$ cat config.mk
export PLATFORM = sky130hd
export DESIGN_NAME = serial_frame_tx_flat
export DESIGN_NICKNAME = d
export VERILOG_FILES = /design/src/rtl/serial_frame_tx_if.sv /design/src/rtl/serial_frame_tx.sv /design/src/flat_wrapper.sv
export SDC_FILE = /design/constraint.sdc
export NUM_CORES = 1
export LEC_CHECK = 0
export ABC_AREA = 1
export CORE_ASPECT_RATIO = 0.9
export CORE_MARGIN = 8
export CORE_UTILIZATION = 45
export CTS_BUF_LIST = sky130_fd_sc_hd__clkbuf_2 sky130_fd_sc_hd__clkbuf_4 sky130_fd_sc_hd__clkbuf_8
export DETAILED_ROUTE_END_ITERATION = 8
export SYNTH_ARGS = -nofsm -noshare
export SYNTH_HDL_FRONTEND = slang
export SYNTH_SLANG_ARGS = --single-unit
$ cat constraint.sdc
create_clock -name clock -period 2.95 [get_ports clock]
set_input_delay 0.59 -clock clock [delete_from_list [all_inputs] [get_ports clock]]
set_output_delay 0.59 -clock clock [all_outputs]
set_load 0.02 [all_outputs]
$ cat src/rtl/serial_frame_tx_if.sv
// serial_frame_tx_if: valid/ready word-input handshake for serial_frame_tx
//   DATA_IN   word to transmit (master -> slave)
//   VALID_IN  DATA_IN valid    (master -> slave)
//   READY_OUT FIFO has room    (slave -> master)
interface serial_frame_tx_if #(parameter int WIDTH = 8);
    logic [WIDTH-1:0] DATA_IN;
    logic             VALID_IN;
    logic             READY_OUT;
    modport master (output DATA_IN, VALID_IN, input READY_OUT);
    modport slave (input DATA_IN, VALID_IN, output READY_OUT);
endinterface

$ cat src/rtl/serial_frame_tx.sv
// serial_frame_tx: FIFO-buffered parallel-to-serial frame transmitter (start 1, LSB-first data, 0 gap)
//   clock  rising-edge clock
//   reset  asynchronous active-low reset
//   in_if  word input handshake (DATA_IN, VALID_IN, READY_OUT)
//   X_OUT  registered serial line, idles at 0
//   BUSY   frame in progress or FIFO non-empty
//   LEVEL  FIFO occupancy
module serial_frame_tx #(
    parameter int WIDTH = 8,
    parameter int DEPTH = 4,
    parameter int GAP   = 2
) (
    input  logic                     clock,
    input  logic                     reset,
    serial_frame_tx_if.slave         in_if,
    output logic                     X_OUT,
    output logic                     BUSY,
    output logic [$clog2(DEPTH):0]   LEVEL
);
    localparam int AW = $clog2(DEPTH);
    localparam int BW = $clog2(WIDTH + 1);
    localparam int GW = GAP > 1 ? $clog2(GAP) : 1;
    typedef enum logic [1:0] {S_IDLE, S_START, S_DATA, S_GAP} state_t;
    state_t           state, state_d;
    logic [WIDTH-1:0] mem [DEPTH];
    logic [AW-1:0]    wr_ptr, rd_ptr;
    logic [WIDTH-1:0] shift, shift_d;
    logic [BW-1:0]    bit_cnt, bit_d;
    logic [GW-1:0]    gap_cnt, gap_d;
    logic             x_d, push, pop;
    assign in_if.READY_OUT = LEVEL < (AW+1)'(DEPTH);
    assign push = in_if.VALID_IN & in_if.READY_OUT;
    assign BUSY = (state != S_IDLE) | (LEVEL != '0);
    always_ff @(posedge clock)
        if (push) mem[wr_ptr] <= in_if.DATA_IN;
    always_ff @(posedge clock or negedge reset) begin
        if (!reset) begin
            state   <= S_IDLE;
            X_OUT   <= 1'b0;
            shift   <= '0;
            bit_cnt <= '0;
            gap_cnt <= '0;
            wr_ptr  <= '0;
            rd_ptr  <= '0;
            LEVEL   <= '0;
        end else begin
            state   <= state_d;
            X_OUT   <= x_d;
            shift   <= shift_d;
            bit_cnt <= bit_d;
            gap_cnt <= gap_d;
            wr_ptr  <= wr_ptr + AW'(push);
            rd_ptr  <= rd_ptr + AW'(pop);
            LEVEL   <= LEVEL + (AW+1)'(push) - (AW+1)'(pop);
        end
    end
    // The shift register shifts right each bit so the LSB is always the next bit to drive.
    always_comb begin
        state_d = state;
        x_d     = 1'b0;
        shift_d = shift;
        bit_d   = bit_cnt;
        gap_d   = gap_cnt;
        pop     = 1'b0;
        case (state)
            S_IDLE: if (LEVEL != '0) begin
                pop     = 1'b1;
                shift_d = mem[rd_ptr];
                x_d     = 1'b1;
                state_d = S_START;
            end
            S_START: begin
                x_d     = shift[0];
                shift_d = shift >> 1;
                bit_d   = BW'(1);
                state_d = S_DATA;
            end
            S_DATA: if (bit_cnt == BW'(WIDTH)) begin
                gap_d   = '0;
                state_d = GAP > 0 ? S_GAP : S_IDLE;
            end else begin
                x_d     = shift[0];
                shift_d = shift >> 1;
                bit_d   = bit_cnt + 1'b1;
            end
            S_GAP: begin
                gap_d   = gap_cnt + 1'b1;
                state_d = gap_cnt == GW'(GAP - 1) ? S_IDLE : S_GAP;
            end
            default: state_d = S_IDLE;
        endcase
    end
endmodule

$ cat src/flat_wrapper.sv
// flat-port wrapper written by rule: the top's interface ports become plain ports
module serial_frame_tx_flat 
#(
    parameter int WIDTH = 8,
    parameter int DEPTH = 4,
    parameter int GAP   = 2
)
  (clock, reset, X_OUT, BUSY, LEVEL, in_if_DATA_IN, in_if_VALID_IN, in_if_READY_OUT);
  serial_frame_tx_if #(.WIDTH(WIDTH)) in_if_i ();
  input  logic clock;
  input  logic reset;
  output logic X_OUT;
  output logic BUSY;
  output logic [$clog2(DEPTH):0] LEVEL;
  input wire logic [$bits(in_if_i.DATA_IN)-1:0] in_if_DATA_IN;
  input wire logic [$bits(in_if_i.VALID_IN)-1:0] in_if_VALID_IN;
  output wire logic [$bits(in_if_i.READY_OUT)-1:0] in_if_READY_OUT;
  assign in_if_i.DATA_IN = in_if_DATA_IN;
  assign in_if_i.VALID_IN = in_if_VALID_IN;
  assign in_if_READY_OUT = in_if_i.READY_OUT;
  serial_frame_tx #(.WIDTH(WIDTH), .DEPTH(DEPTH), .GAP(GAP)) u_core (.clock(clock), .reset(reset), .in_if(in_if_i), .X_OUT(X_OUT), .BUSY(BUSY), .LEVEL(LEVEL));
endmodule
==> metrics <==
worst r2r src=u_core.state[0]; TritonCTS clock tree=done; Worst EP required=2.36 ns; Worst Setup Start Kind=flip-flop; fin crit share=84.6%; antenna cells=0; drt pass-1 iters=4; distinct cell type count after synthesis=27; via count=1,576; Cell Rows=26; fin crit period=2.50 ns; top cells by area, synth=edfxtp_1 (38%), dfrtp_1 (23%), nand2_1 (12%), nand3_1 (5.9%), ha_1 (4.9%); CP Data Arrival Time=1.91 ns; first-pass GRT wire length=7850 um; # setup viols final=0; Post-Route WL=4520 um; Post-Syn Nets=260; WL per Instance=13.7 um; Fin. Hold Viols=0; Sink Count=55; total negative slack=0 ns; MaxCap Viol Count=0; Die ar.=8280 um2; Post-Syn Instances=238; die height=87.1 um; R2R cell count=9; Syn. warnings=0; DP Worst Slack=0.796 ns; DR vias/cell=4.76; Initial Util=45.5%; Power Total=2990 uW; Root Buffer=clkbuf_8; top_reg_cell synth=edfxtp_1; Seq/Total Area, Yosys=60.7%; post-DP HPWL=3130 um; status=completed; total CTS buffers=5; Worst path max stage delay=0.58 ns; CP Buf/Inv Count=2; count of input and output buffers=16; post-cts sizing count=0; CP max-delay cell=clkdlybuf4s50_1; Hold Crit Class=reg2reg; Netlist Area Pre-Place=2530 um2; VDD IR max=0.484 mV; Reg2Reg Capture Point=u_core.LEVEL[2]; Post-Route Utilization=51.4%; clock latency on the worst-skew pair=0.31 ns; Synth area leader=edfxtp_1; Bufs on Longest Clock Path=2; core area=5560 um2; Critical Path Source=u_core.state[0]; H-tree depth=2; total grt overflow=0; count leader, synth=nand2_1; vias in the first global route=1,607; Worst Clk Skew=0.00323 ns; Area Growth Syn to Fin=13.0%; top cell type's share of synthesized area=38.0%; Post-synth top cells=nand2_1 (80), edfxtp_1 (32), nand3_1 (30); actual slew at the worst max-slew pin=0.736 ns; Iteration-0 DRC Markers=44; FF-to-FF setup slack=0.87 ns; Post-DRT Antenna Nets=0; Layout fillers=525; share of cells above drive strength 1=11.1%; asr flop ratio synth=41.8%; CP Class=reg2out; I/O Pins=17; Cell Pwr Density=1040 nW/um2; Worst Path Max Fanout=5; largest net degree at the start of global routing=24; CP Depth=4; post-synthesis area per instance=10.6 um2; RSZ-0062 raised after global routing=no; Final Max Tran Viols=0; initial antenna violation count=0; Post-CTS Setup Bufs=0; critical-path cell list=inv_1, ha_1, nand4_2, clkdlybuf4s50_1; CP Capture Type=output pin; Final Wtd Congestion=0.741; fmax=401 MHz; Post-synth EDFFs=32; Leak=0.00128 uW; synthesized flop and latch total=55; DIE WIDTH=95.0 um; Worst slew margin=50.9%; Worst Setup EP=BUSY; DRC viols=0; Final #Nets=282; hold-fix buffers at CTS=0; All-Layer GR Usage=12.4%; setup ws final=0.454 ns; largest delay contributor family on the critical path=buffers and inverters; Clock Pin Slew Worst Setup and Hold Paths=0.10 ns
[report_power, final]
group	switching, uW	total, uW	internal (uW)	leakage (uW)
Sequential	184	1220	1040	0.000573
Combinational	784	1230	450	0.000643
Clock	270	532	262	0.0000607
[routing by layer]
metal	global-route usage [%]	part of all wire [%]	wire, um
met1	16.5	50	2270
met2	19.1	46	2070
met3	3.10	2.9	131
met4	4.25	1.2	53
met5	0	0	0
[tightest hold or removal path: stages, from the launching register on]
cell and delay [ns]:
dfrtp_1 0.36, nand2_1 0.05, nand2_1 0.05
[area by class of cell]
type | instances | area, um2 | share of cell area (%)
repair buffers | 21 | 198 | 6.91
multi-input cells | 157 | 831 | 29.1
flip-flops and latches | 55 | 1540 | 53.7
inverters | 20 | 87.6 | 3.06
clock inverters | 3 | 50.0 | 1.75
well taps | 70 | 87.6 | 3.06
clock buffers | 5 | 68.8 | 2.41
[cell usage in the layout (no fill, tap or decap), drive strengths merged]
cell type       n
clkdlybuf4s50  16
o21bai          1
bufinv          1
ha             10
a21oi           3
edfxtp         32
nor3            4
dfrtp          23
nand4           3
fa              1
o21ai           7
nor2            5
inv            22
xor2            4
clkbuf          5
nand3          31
nand2          87
xnor2           1
buf             5
[registers in the layout, indices dropped and copies added (netlist names)]
name            cells
u_core.mem         32
u_core.shift        8
u_core.bit_cnt      4
u_core.LEVEL        3
u_core.rd_ptr       2
u_core.state        2
u_core.wr_ptr       2
u_core.X_OUT        1
u_core.gap_cnt      1
[logic make-up (layout without fill, tap and decap cells)]
group                    Yosys count  count (layout)  synth area share [%]
AO/OA/AOI/OAI                     11              11                  2.27
XOR/XNOR                           5               5                  1.73
adder cells (fa/ha/maj)           11              11                  5.74
buffers and inverters             26              49                  6.43
flip-flops                        55              55                  60.7
AND/OR/NAND/NOR                  130             130                  23.1
[stage by stage]
step	std cells	hold WS [ns]	cell area [um2]
after global placement	323	0.464	2740
after floorplan	238	0.294	2530
final	331	0.490	2860
after CTS	331	0.493	2860
after global routing	331	0.514	2860
after detailed placement	323	0.465	2740
[how the worst min path moves through the flow]
stage                                from              end  slack (ns)  cells past startpoint
after floorplan                     reset  u_core.LEVEL[0]        0.29                      0
after global placement    u_core.shift[4]  u_core.shift[4]        0.46                      2
after detailed placement  u_core.shift[7]  u_core.shift[7]        0.47                      2
after CTS                 u_core.shift[7]  u_core.shift[7]        0.49                      2
after global routing      u_core.shift[4]  u_core.shift[4]        0.51                      2
final                     u_core.shift[7]  u_core.shift[7]        0.49                      2
Note: power is estimated with default switching activity, not from simulation.
